<file path="src/rtl/gfx_pkg.sv">
`default_nettype none
// ============================================================================
//  Module      : gfx_pkg
//  Description : Shared graphics definitions for the sprite datapath: field
//                widths, the per-source pixel record and a helper that
//                extracts one source from the packed sprite buses.
//  Revision    : 1.0 - initial release
// ============================================================================
package gfx_pkg;

    localparam int LAYER_W = 6;
    localparam int RGB_W   = 24;
    localparam int VGA_X_W = 10;
    localparam int VGA_Y_W = 9;
    // Widest supported source count; packed buses are zero-padded to this.
    localparam int MAX_SRC = 8;

    typedef struct packed {
        logic               val;
        logic [LAYER_W-1:0] layer;
        logic [RGB_W-1:0]   rgb;
    } pixel_t;

    // Pull source k out of the (padded) packed buses. Shifts are used instead
    // of indexed part-selects so the extraction stays width-exact.
    function automatic pixel_t unpack_src(
        input logic [MAX_SRC-1:0]         val_bus,
        input logic [MAX_SRC*LAYER_W-1:0] layer_bus,
        input logic [MAX_SRC*RGB_W-1:0]   rgb_bus,
        input int                         k
    );
        pixel_t p;
        p.val   = 1'(val_bus >> k);
        p.layer = LAYER_W'(layer_bus >> (k * LAYER_W));
        p.rgb   = RGB_W'(rgb_bus >> (k * RGB_W));
        return p;
    endfunction

endpackage
`default_nettype wire

</file>
<file path="src/rtl/vga_sync_delay.sv">
`default_nettype none
// ============================================================================
//  Module      : vga_sync_delay
//  Description : Fixed-depth shift register for the VGA coordinate, sync and
//                blank signals, so they stay aligned with the latent sprite
//                colour path. Reset loads the idle pattern (X = Y = 0,
//                HS = VS = 1, BLANK_N = 0) into every stage.
//  Ports       : clk, reset (async, active-high)
//                i_x/i_y/i_hs/i_vs/i_blank_n  - raw VGA timing
//                o_x/o_y/o_hs/o_vs/o_blank_n  - timing delayed by DEPTH
//                o_tap_origin/o_tap_blank_n   - stage DEPTH-1 view (one
//                                               cycle ahead of the outputs)
//  Revision    : 1.0 - initial release
// ============================================================================
module vga_sync_delay
    import gfx_pkg::*;
#(
    parameter int DEPTH = 4
) (
    input  logic               clk,
    input  logic               reset,
    input  logic [VGA_X_W-1:0] i_x,
    input  logic [VGA_Y_W-1:0] i_y,
    input  logic               i_hs,
    input  logic               i_vs,
    input  logic               i_blank_n,
    output logic [VGA_X_W-1:0] o_x,
    output logic [VGA_Y_W-1:0] o_y,
    output logic               o_hs,
    output logic               o_vs,
    output logic               o_blank_n,
    output logic               o_tap_origin,
    output logic               o_tap_blank_n
);

    localparam int c_W = VGA_X_W + VGA_Y_W + 3;
    localparam logic [c_W-1:0] c_IDLE = {{VGA_X_W{1'b0}}, {VGA_Y_W{1'b0}}, 1'b1, 1'b1, 1'b0};

    logic [c_W-1:0] r_pipe [DEPTH];

    always_ff @(posedge clk or posedge reset) begin
        if (reset) begin
            for (int i = 0; i < DEPTH; i++) begin
                r_pipe[i] <= c_IDLE;
            end
        end else begin
            r_pipe[0] <= {i_x, i_y, i_hs, i_vs, i_blank_n};
            for (int i = 1; i < DEPTH; i++) begin
                r_pipe[i] <= r_pipe[i-1];
            end
        end
    end

    assign {o_x, o_y, o_hs, o_vs, o_blank_n} = r_pipe[DEPTH-1];

    // The stage before the output describes the pixel whose sprite data is
    // currently in the compositor's first register stage.
    assign o_tap_origin  = (r_pipe[DEPTH-2][c_W-1:3] == '0);
    assign o_tap_blank_n = r_pipe[DEPTH-2][0];

endmodule
`default_nettype wire

</file>
<file path="src/rtl/sprite_layer_compositor.sv">
`default_nettype none
// ============================================================================
//  Module      : sprite_layer_compositor
//  Description : Chooses one colour per pixel from NUM_SRC sprite sources
//                (highest layer wins, lowest index on ties), falls back to
//                BG_RGB, blanks outside the active area, and re-aligns the
//                VGA timing to the two-cycle colour pipeline. Optionally
//                flags sprite overlap per frame.
//  Ports       : clk, reset (async, active-high), enable
//                iVal/iLayer/iRGB          - packed per-source sprite data
//                iVGA_X/iVGA_Y/iHS/iVS/iBLANK_N - raw VGA timing
//                oR/oG/oB                  - composited colour
//                oVGA_X/oVGA_Y/oHS/oVS/oBLANK_N - timing aligned to colour
//                oHitIdx/oHitVal           - winning source / hit flag
//                oCollision                - overlap seen in previous frame
//  Macro       : COMPOSITOR_COLLISION_EN enables the collision latch; when
//                undefined oCollision is constant 0.
//  Note        : LAYER_W must equal gfx_pkg::LAYER_W (pixel_t is built on it).
//  Revision    : 1.0 - initial release
// ============================================================================
module sprite_layer_compositor #(
    parameter int          NUM_SRC = 4,
    parameter int          LAYER_W = gfx_pkg::LAYER_W,
    parameter int          SRC_LAT = 2,
    parameter logic [23:0] BG_RGB  = 24'h000000
) (
    input  logic                       clk,
    input  logic                       reset,
    input  logic                       enable,
    input  logic [NUM_SRC-1:0]         iVal,
    input  logic [NUM_SRC*LAYER_W-1:0] iLayer,
    input  logic [NUM_SRC*24-1:0]      iRGB,
    input  logic [9:0]                 iVGA_X,
    input  logic [8:0]                 iVGA_Y,
    input  logic                       iHS,
    input  logic                       iVS,
    input  logic                       iBLANK_N,
    output logic [7:0]                 oR,
    output logic [7:0]                 oG,
    output logic [7:0]                 oB,
    output logic                       oHS,
    output logic                       oVS,
    output logic                       oBLANK_N,
    output logic [9:0]                 oVGA_X,
    output logic [8:0]                 oVGA_Y,
    output logic [2:0]                 oHitIdx,
    output logic                       oHitVal,
    output logic                       oCollision
);

    import gfx_pkg::*;

    // ------------------------------------------------------------------
    // Stage 1: register sprite inputs (valid already qualified by enable)
    // ------------------------------------------------------------------
    logic [MAX_SRC-1:0]                   w_val_pad;
    logic [MAX_SRC*gfx_pkg::LAYER_W-1:0]  w_layer_pad;
    logic [MAX_SRC*RGB_W-1:0]             w_rgb_pad;

    always_comb begin
        w_val_pad                       = '0;
        w_layer_pad                     = '0;
        w_rgb_pad                       = '0;
        w_val_pad[NUM_SRC-1:0]          = iVal & {NUM_SRC{enable}};
        w_layer_pad[NUM_SRC*LAYER_W-1:0] = iLayer;
        w_rgb_pad[NUM_SRC*RGB_W-1:0]    = iRGB;
    end

    pixel_t r_src [NUM_SRC];

    always_ff @(posedge clk or posedge reset) begin
        if (reset) begin
            for (int k = 0; k < NUM_SRC; k++) begin
                r_src[k] <= '0;
            end
        end else begin
            for (int k = 0; k < NUM_SRC; k++) begin
                r_src[k] <= unpack_src(w_val_pad, w_layer_pad, w_rgb_pad, k);
            end
        end
    end

    // ------------------------------------------------------------------
    // VGA timing delay; tap signals belong to the pixel in stage 1
    // ------------------------------------------------------------------
    logic w_tap_origin;
    logic w_tap_blank_n;

    vga_sync_delay #(
        .DEPTH (SRC_LAT + 2)
    ) u_sync_delay (
        .clk           (clk),
        .reset         (reset),
        .i_x           (iVGA_X),
        .i_y           (iVGA_Y),
        .i_hs          (iHS),
        .i_vs          (iVS),
        .i_blank_n     (iBLANK_N),
        .o_x           (oVGA_X),
        .o_y           (oVGA_Y),
        .o_hs          (oHS),
        .o_vs          (oVS),
        .o_blank_n     (oBLANK_N),
        .o_tap_origin  (w_tap_origin),
        .o_tap_blank_n (w_tap_blank_n)
    );

    // ------------------------------------------------------------------
    // Stage 2: winner select. Strict '>' keeps the earlier (lower) index
    // on equal layers.
    // ------------------------------------------------------------------
    logic               w_win_hit;
    logic [2:0]         w_win_idx;
    logic [LAYER_W-1:0] w_win_layer;
    logic [RGB_W-1:0]   w_win_rgb;

    always_comb begin
        w_win_hit   = 1'b0;
        w_win_idx   = 3'd0;
        w_win_layer = '0;
        w_win_rgb   = '0;
        for (int k = 0; k < NUM_SRC; k++) begin
            if (r_src[k].val && (!w_win_hit || (r_src[k].layer > w_win_layer))) begin
                w_win_hit   = 1'b1;
                w_win_idx   = 3'(k);
                w_win_layer = r_src[k].layer;
                w_win_rgb   = r_src[k].rgb;
            end
        end
    end

    logic [RGB_W-1:0] r_rgb;
    logic [2:0]       r_idx;
    logic             r_hit;

    // Blanking is folded in here using the tap, which lands in the output
    // stage on the same edge as this colour.
    always_ff @(posedge clk or posedge reset) begin
        if (reset) begin
            r_rgb <= '0;
            r_idx <= 3'd0;
            r_hit <= 1'b0;
        end else begin
            r_idx <= w_win_idx;
            r_hit <= w_win_hit;
            if (!w_tap_blank_n) begin
                r_rgb <= '0;
            end else if (w_win_hit) begin
                r_rgb <= w_win_rgb;
            end else begin
                r_rgb <= BG_RGB;
            end
        end
    end

    assign oR      = r_rgb[23:16];
    assign oG      = r_rgb[15:8];
    assign oB      = r_rgb[7:0];
    assign oHitIdx = r_idx;
    assign oHitVal = r_hit;

    // ------------------------------------------------------------------
    // Collision: pending accumulates overlaps within a frame; at the first
    // cycle of the origin pixel it is transferred to oCollision. The first
    // boundary after reset only arms the latch, so a partial frame never
    // reports.
    // ------------------------------------------------------------------
`ifdef COMPOSITOR_COLLISION_EN
    generate
        if (NUM_SRC > 1) begin : g_collision
            logic [3:0] w_vcount;
            logic       w_overlap;
            logic       w_frame_start;
            logic       r_origin_prev;
            logic       r_pending;
            logic       r_armed;
            logic       r_collision;

            always_comb begin
                w_vcount = 4'd0;
                for (int k = 0; k < NUM_SRC; k++) begin
                    w_vcount = w_vcount + {3'b000, r_src[k].val};
                end
            end

            assign w_overlap     = (w_vcount >= 4'd2) && w_tap_blank_n;
            assign w_frame_start = w_tap_origin && !r_origin_prev;

            // r_origin_prev resets high: the idle delay-line contents read as
            // the origin and must not look like a new frame.
            always_ff @(posedge clk or posedge reset) begin
                if (reset) begin
                    r_origin_prev <= 1'b1;
                    r_pending     <= 1'b0;
                    r_armed       <= 1'b0;
                    r_collision   <= 1'b0;
                end else begin
                    r_origin_prev <= w_tap_origin;
                    if (w_frame_start) begin
                        r_collision <= r_armed & r_pending;
                        r_armed     <= 1'b1;
                        r_pending   <= w_overlap;
                    end else if (w_overlap) begin
                        r_pending   <= 1'b1;
                    end
                end
            end

            assign oCollision = r_collision;
        end else begin : g_no_collision
            logic w_unused_tap_origin;
            assign w_unused_tap_origin = w_tap_origin;
            assign oCollision          = 1'b0;
        end
    endgenerate
`else
    logic w_unused_tap_origin;
    assign w_unused_tap_origin = w_tap_origin;
    assign oCollision          = 1'b0;
`endif

endmodule
`default_nettype wire

</file>
<file path="config.mk">
export PLATFORM = sky130hd
export DESIGN_NAME = sprite_layer_compositor
export DESIGN_NICKNAME = d
export VERILOG_FILES = /design/src/rtl/gfx_pkg.sv /design/src/rtl/vga_sync_delay.sv /design/src/rtl/sprite_layer_compositor.sv
export SDC_FILE = /design/constraint.sdc
export NUM_CORES = 1
export LEC_CHECK = 0
export ABC_AREA = 0
export ABC_CLOCK_PERIOD_IN_PS = 7100
export CAP_MARGIN = 20
export CORE_ASPECT_RATIO = 0.6
export CORE_MARGIN = 5
export CORE_UTILIZATION = 45
export DETAILED_ROUTE_END_ITERATION = 8
export GPL_TIMING_DRIVEN = 0
export PLACE_DENSITY = 0.74
export SKIP_LAST_GASP = 1
export SLEW_MARGIN = 30
export SYNTH_ARGS = -nofsm -noshare
export SYNTH_HDL_FRONTEND = slang
export SYNTH_HIERARCHICAL = 1
export SYNTH_SLANG_ARGS = --single-unit
</file>
<file path="constraint.sdc">
create_clock -name clk -period 7.1 [get_ports clk]
set_input_delay 1.42 -clock clk [delete_from_list [all_inputs] [get_ports clk]]
set_output_delay 1.42 -clock clk [all_outputs]
set_load 0.02 [all_outputs]
</file>
# Word-level counts from Yosys, hierarchy flattened
# Cells that the tools add are included.
[op_classes]
magnitude_cmp = 3
n_mux = 16
bitwise_logic = 1
n_reduce_logical = 9
[op_table]
columns = ["op", "n"]
rows = [
  ["two-way mux 24 bit", 6],
  ["greater-than comparator 6 bit", 3],
  ["two-way mux 6 bit", 3],
  ["two-way mux 1 bit", 5],
  ["bitwise AND 4 bit", 1],
  ["two-way mux 2 bit", 2],
  ["logical AND 1 bit", 3],
  ["logical NOT 1 bit", 3],
  ["logical OR 1 bit", 3],
]
[totals]
regBits = 239
input_bits = 149

# Longest topological paths before layout
[logic_depth]
word_depth = 15
depth_mapped = 22
mapped_depth_nobuf = 18

# Hierarchy
# The synthesis kept the hierarchy.
[modules_own_cells]
columns = ["mod", "n_inst", "cells_per_inst", "area_per_inst_um2", "seq_area_each_um2"]
rows = [
  ["sprite_layer_compositor", 1, 383, 5566.6, 3778.6],
  ["vga_sync_delay", 1, 114, 2408.6, 2212.1],
]

# Worst setup path before layout
# Ideal clock, no wire load.
[synth_timing]
path_kind = "reg-to-reg"
start = "reg r_src[123] (netlist bit)"
end = "reg r_rgb[10]"
setup_time_ns = 0.086
arrival_time_ns = 4.477
slack_ns = 2.537
stages_incl_launch_ff = 23
path_buffers = 4
path_cell_list = "dfrtp_1 clkbuf_1 nand2_1 ha_1 nand4_1 o21bai_1 a31o_1 buf_4 buf_4 mux2i_1 inv_1 ha_1 nand4_1 o21bai_4 a31oi_4 mux2_2 ha_1 nand2_1 o31ai_1 a311oi_2 buf_2 nand2_1 o221ai_2"
[synth_between]
elab_chain_len = 15
[synth_rtl]
columns = ["element", "line_no", "source"]
rows = [
  ["start: declaration", "sprite_layer_compositor.sv:69", "pixel_t r_src [NUM_SRC];"],
  ["start signal: indexed assignment", "sprite_layer_compositor.sv:78", "r_src[k] <= unpack_src(w_val_pad, w_layer_pad, w_rgb_pad, k);"],
  ["two-way mux 6 bit or two-way mux 1 bit (tied branches)", "sprite_layer_compositor.sv:123", "if (r_src[k].val && (!w_win_hit || (r_src[k].layer > w_win_layer))) begin"],
  ["greater-than comparator 6 bit or logical NOT 1 bit (tied branches)", "sprite_layer_compositor.sv:123", ""],
  ["logical OR 1 bit", "sprite_layer_compositor.sv:123", ""],
  ["logical AND 1 bit", "sprite_layer_compositor.sv:123", ""],
  ["two-way mux 6 bit or two-way mux 1 bit (tied branches)", "sprite_layer_compositor.sv:123", ""],
  ["greater-than comparator 6 bit or logical NOT 1 bit (tied branches)", "sprite_layer_compositor.sv:123", ""],
  ["logical OR 1 bit", "sprite_layer_compositor.sv:123", ""],
  ["logical AND 1 bit", "sprite_layer_compositor.sv:123", ""],
  ["two-way mux 6 bit or two-way mux 1 bit (tied branches)", "sprite_layer_compositor.sv:123", ""],
  ["greater-than comparator 6 bit or logical NOT 1 bit (tied branches)", "sprite_layer_compositor.sv:123", ""],
  ["logical OR 1 bit", "sprite_layer_compositor.sv:123", ""],
  ["logical AND 1 bit", "sprite_layer_compositor.sv:123", ""],
  ["two-way mux 24 bit or two-way mux 1 bit (tied branches)", "sprite_layer_compositor.sv:123", ""],
  ["two-way mux 24 bit (*)", "sprite_layer_compositor.sv:148", "end else if (w_win_hit) begin"],
  ["two-way mux 24 bit (*)", "sprite_layer_compositor.sv:146", "if (!w_tap_blank_n) begin"],
  ["end signal: assignment", "sprite_layer_compositor.sv:149", "r_rgb <= w_win_rgb;"],
  ["end: declaration", "sprite_layer_compositor.sv:132", "logic [RGB_W-1:0] r_rgb;"],
]
# Mark *: on every way between the ends. The rest lies on a longest branch, timed or not.

# Worst setup path after layout
[layout_timing]
start = "reg r_src[123] (netlist bit)"
end = "reg r_rgb[15]"
# The elaborated chain is that of the path after synthesis.

==> flow_summary.json <==
{
  "htree_levels": 1,
  "vdd.ir_drop.worst_mv": 0.170,
  "rsz0062_at_grt": "false",
  "grt_start_max_net_pins": 101,
  "outcome": "completed",
  "antenna_cells": 0,
  "hold_path.class": "reg2reg",
  "syn_area_per_cell_um2": 16.1,
  "post_cts.repair.setup_buffers": 0,
  "dp_cells": 925,
  "cts_resized": 0,
  "vias": 4429,
  "worst_slack_ns": 1.33,
  "syn_inst": 491,
  "drc": 0,
  "postCtsHoldBufs": 0,
  "wirelength_um": 17100,
  "cts.path.max_buffers": 3,
  "insertion_delay_ns": 0.50,
  "cts_buffers": 23,
  "coreArea_um2": 17200,
  "relSlewSlack": 0.636,
  "drt-vias-per-instance": 4.58,
  "post-route-util": 0.640,
  "worstSetupEndpointType": "flip-flop",
  "n_fill_cell": 1239,
  "die_w_um": 181,
  "r2r_setup_slack_ns": 1.33,
  "max_freq_ghz": 0.173,
  "io_buffers": 197,
  "finalHoldViolCount": 0,
  "leakagePower_nw": 5.02,
  "cp_max_fo": 10,
  "drtIter0Drc": 214,
  "die-area_um2": 20500,
  "clockRootBuffer": "clkbuf_16",
  "critPathKind": "reg2reg",
  "antenna_found_initial": 3,
  "track_usage": 0.172,
  "cts_tree": "done",
  "yosysWarningCount": 6,
  "ios": 200,
  "grt_overflow": 0,
  "firstDrtPassIters": 4,
  "clkTransAtPathRegs_ns": 0.06,
  "num_rows": 37,
  "syn2layout_area_growth_pct": 39.1,
  "holdWs_ns": 0.347,
  "post-route-period-util": 0.813,
  "detailedPlace.worstSlack_ns": 1.36,
  "worstPathArrival_ns": 6.19,
  "final_cells": 967,
  "p_per_area_nw_per_um2": 268,
  "dp_hpwl_um": 12600,
  "final_nets": 883,
  "chipHeight_um": 113,
  "fin_skew_ns": 0.0174,
  "initial_core_util": 0.460,
  "required_ns": 7.52,
  "routedWlPerCell_um": 17.7,
  "syn-cell-area_um2": 7930,
  "drive_gt1_frac": 0.154,
  "finalCriticalPeriod_ns": 5.77,
  "tightest_slew_ns": 0.545,
  "grt_first_pass_wirelength_um": 27500,
  "finalSetupViolations": 0,
  "gp_congestion": 0.801,
  "drv_slew": 0,
  "maxCapViolCount": 0,
  "postRouteAntennaNets": 0,
  "clock-sinks": 239,
  "grt_pass1_vias": 5151,
  "start_kind": "flip-flop",
  "tns_ns": 0
}
-- stage by stage --
stage / area (µm²) / power [mW]
floorplan: 7930 / 1.62
global placement: 10200 / 1.76
detailed placement: 10300 / 1.78
CTS: 11000 / 3.00
global route: 11000 / 3.08
finish: 11000 / 2.95
-- power by group --
| part | internal, mW | total [mW] | switching (mW) |
|---|---|---|---|
| clock | 0.707 | 1.20 | 0.494 |
| sequential | 1.44 | 1.46 | 0.0237 |
| combinational | 0.157 | 0.292 | 0.134 |
| total | 2.30 | 2.95 | 0.652 |
-- layer usage --
metal,global-route usage,vias up,wire length [µm]
met5,0,-,36
met1,0.234,2202,7490
met3,0.0466,38,1050
met2,0.274,133,8160
met4,0.0505,6,419
li1,-,2050,-
-- worst paths after layout --
path,start,end,cells past startpoint
worst max-delay path,r_src[123],r_rgb[15],22
worst min-delay path,u_sync_delay/r_pipe[36],u_sync_delay/o_x[2],0
worst max register to register,r_src[123],r_rgb[15],22
worst min register to register,u_sync_delay/r_pipe[36],u_sync_delay/o_x[2],0
max in group asynchronous,reset,r_src[95],3
min in group asynchronous,reset,r_src[83],2
-- final cells by class --
cell class	instances	area, µm²	area share
Buffer	34	251	0.0228
Timing Repair Buffer	199	2030	0.184
Sequential cell	239	5990	0.543
Multi-Input combinational cell	178	1530	0.139
Clock buffer	32	679	0.0616
Clock inverter	10	88.8	0.00806
Tap cell	234	293	0.0266
Inverter	41	164	0.0149
-- sequential cells by signal, summed over array words and instances, names as in the netlist, 2 cells and up --
signal and flops:
r_src 124, oHitIdx 2, r_rgb 24, u_sync_delay/o_y 9, u_sync_delay/r_pipe 65, u_sync_delay/o_x 10
-- layout by cell type, fill, tap and decap left out, types with 2 or more instances in the layout --
| cell type | instances |
|---|---|
| o221ai_1 | 4 |
| nand4_1 | 3 |
| nand3_1 | 3 |
| clkbuf_8 | 7 |
| dfstp_2 | 8 |
| and2_1 | 29 |
| clkinvlp_4 | 4 |
| buf_16 | 2 |
| clkinv_2 | 4 |
| conb_1 | 2 |
| buf_6 | 4 |
| ha_1 | 18 |
| inv_1 | 39 |
| clkbuf_1 | 5 |
| clkbuf_16 | 23 |
| a21o_1 | 3 |
| nor2b_1 | 3 |
| a31o_1 | 2 |
| o21ai_0 | 3 |
| clkdlybuf4s50_1 | 197 |
| mux2i_1 | 34 |
| dfrtp_1 | 231 |
| nand2b_1 | 2 |
| buf_2 | 3 |
| o221ai_2 | 20 |
| buf_4 | 24 |
| nor2_1 | 3 |
| o21bai_1 | 2 |
| nand2_1 | 31 |
-- worst max-delay path, stage by stage (launching register included) --
cell,delay [ns]
dfrtp_1,0.48
clkbuf_1,0.43
nand2_1,0.15
ha_1,0.35
nand4_1,0.12
o21bai_1,0.16
a31o_1,0.20
buf_4,0.14
buf_4,0.19
mux2i_1,0.30
inv_1,0.09
ha_1,0.32
nand4_1,0.15
o21bai_4,0.22
a31oi_4,0.38
mux2i_1,0.29
ha_1,0.30
nand4_1,0.15
o31ai_1,0.13
a311oi_2,0.53
buf_2,0.36
nand2_1,0.13
o221ai_2,0.08
Power figures use the tool's default switching activity.
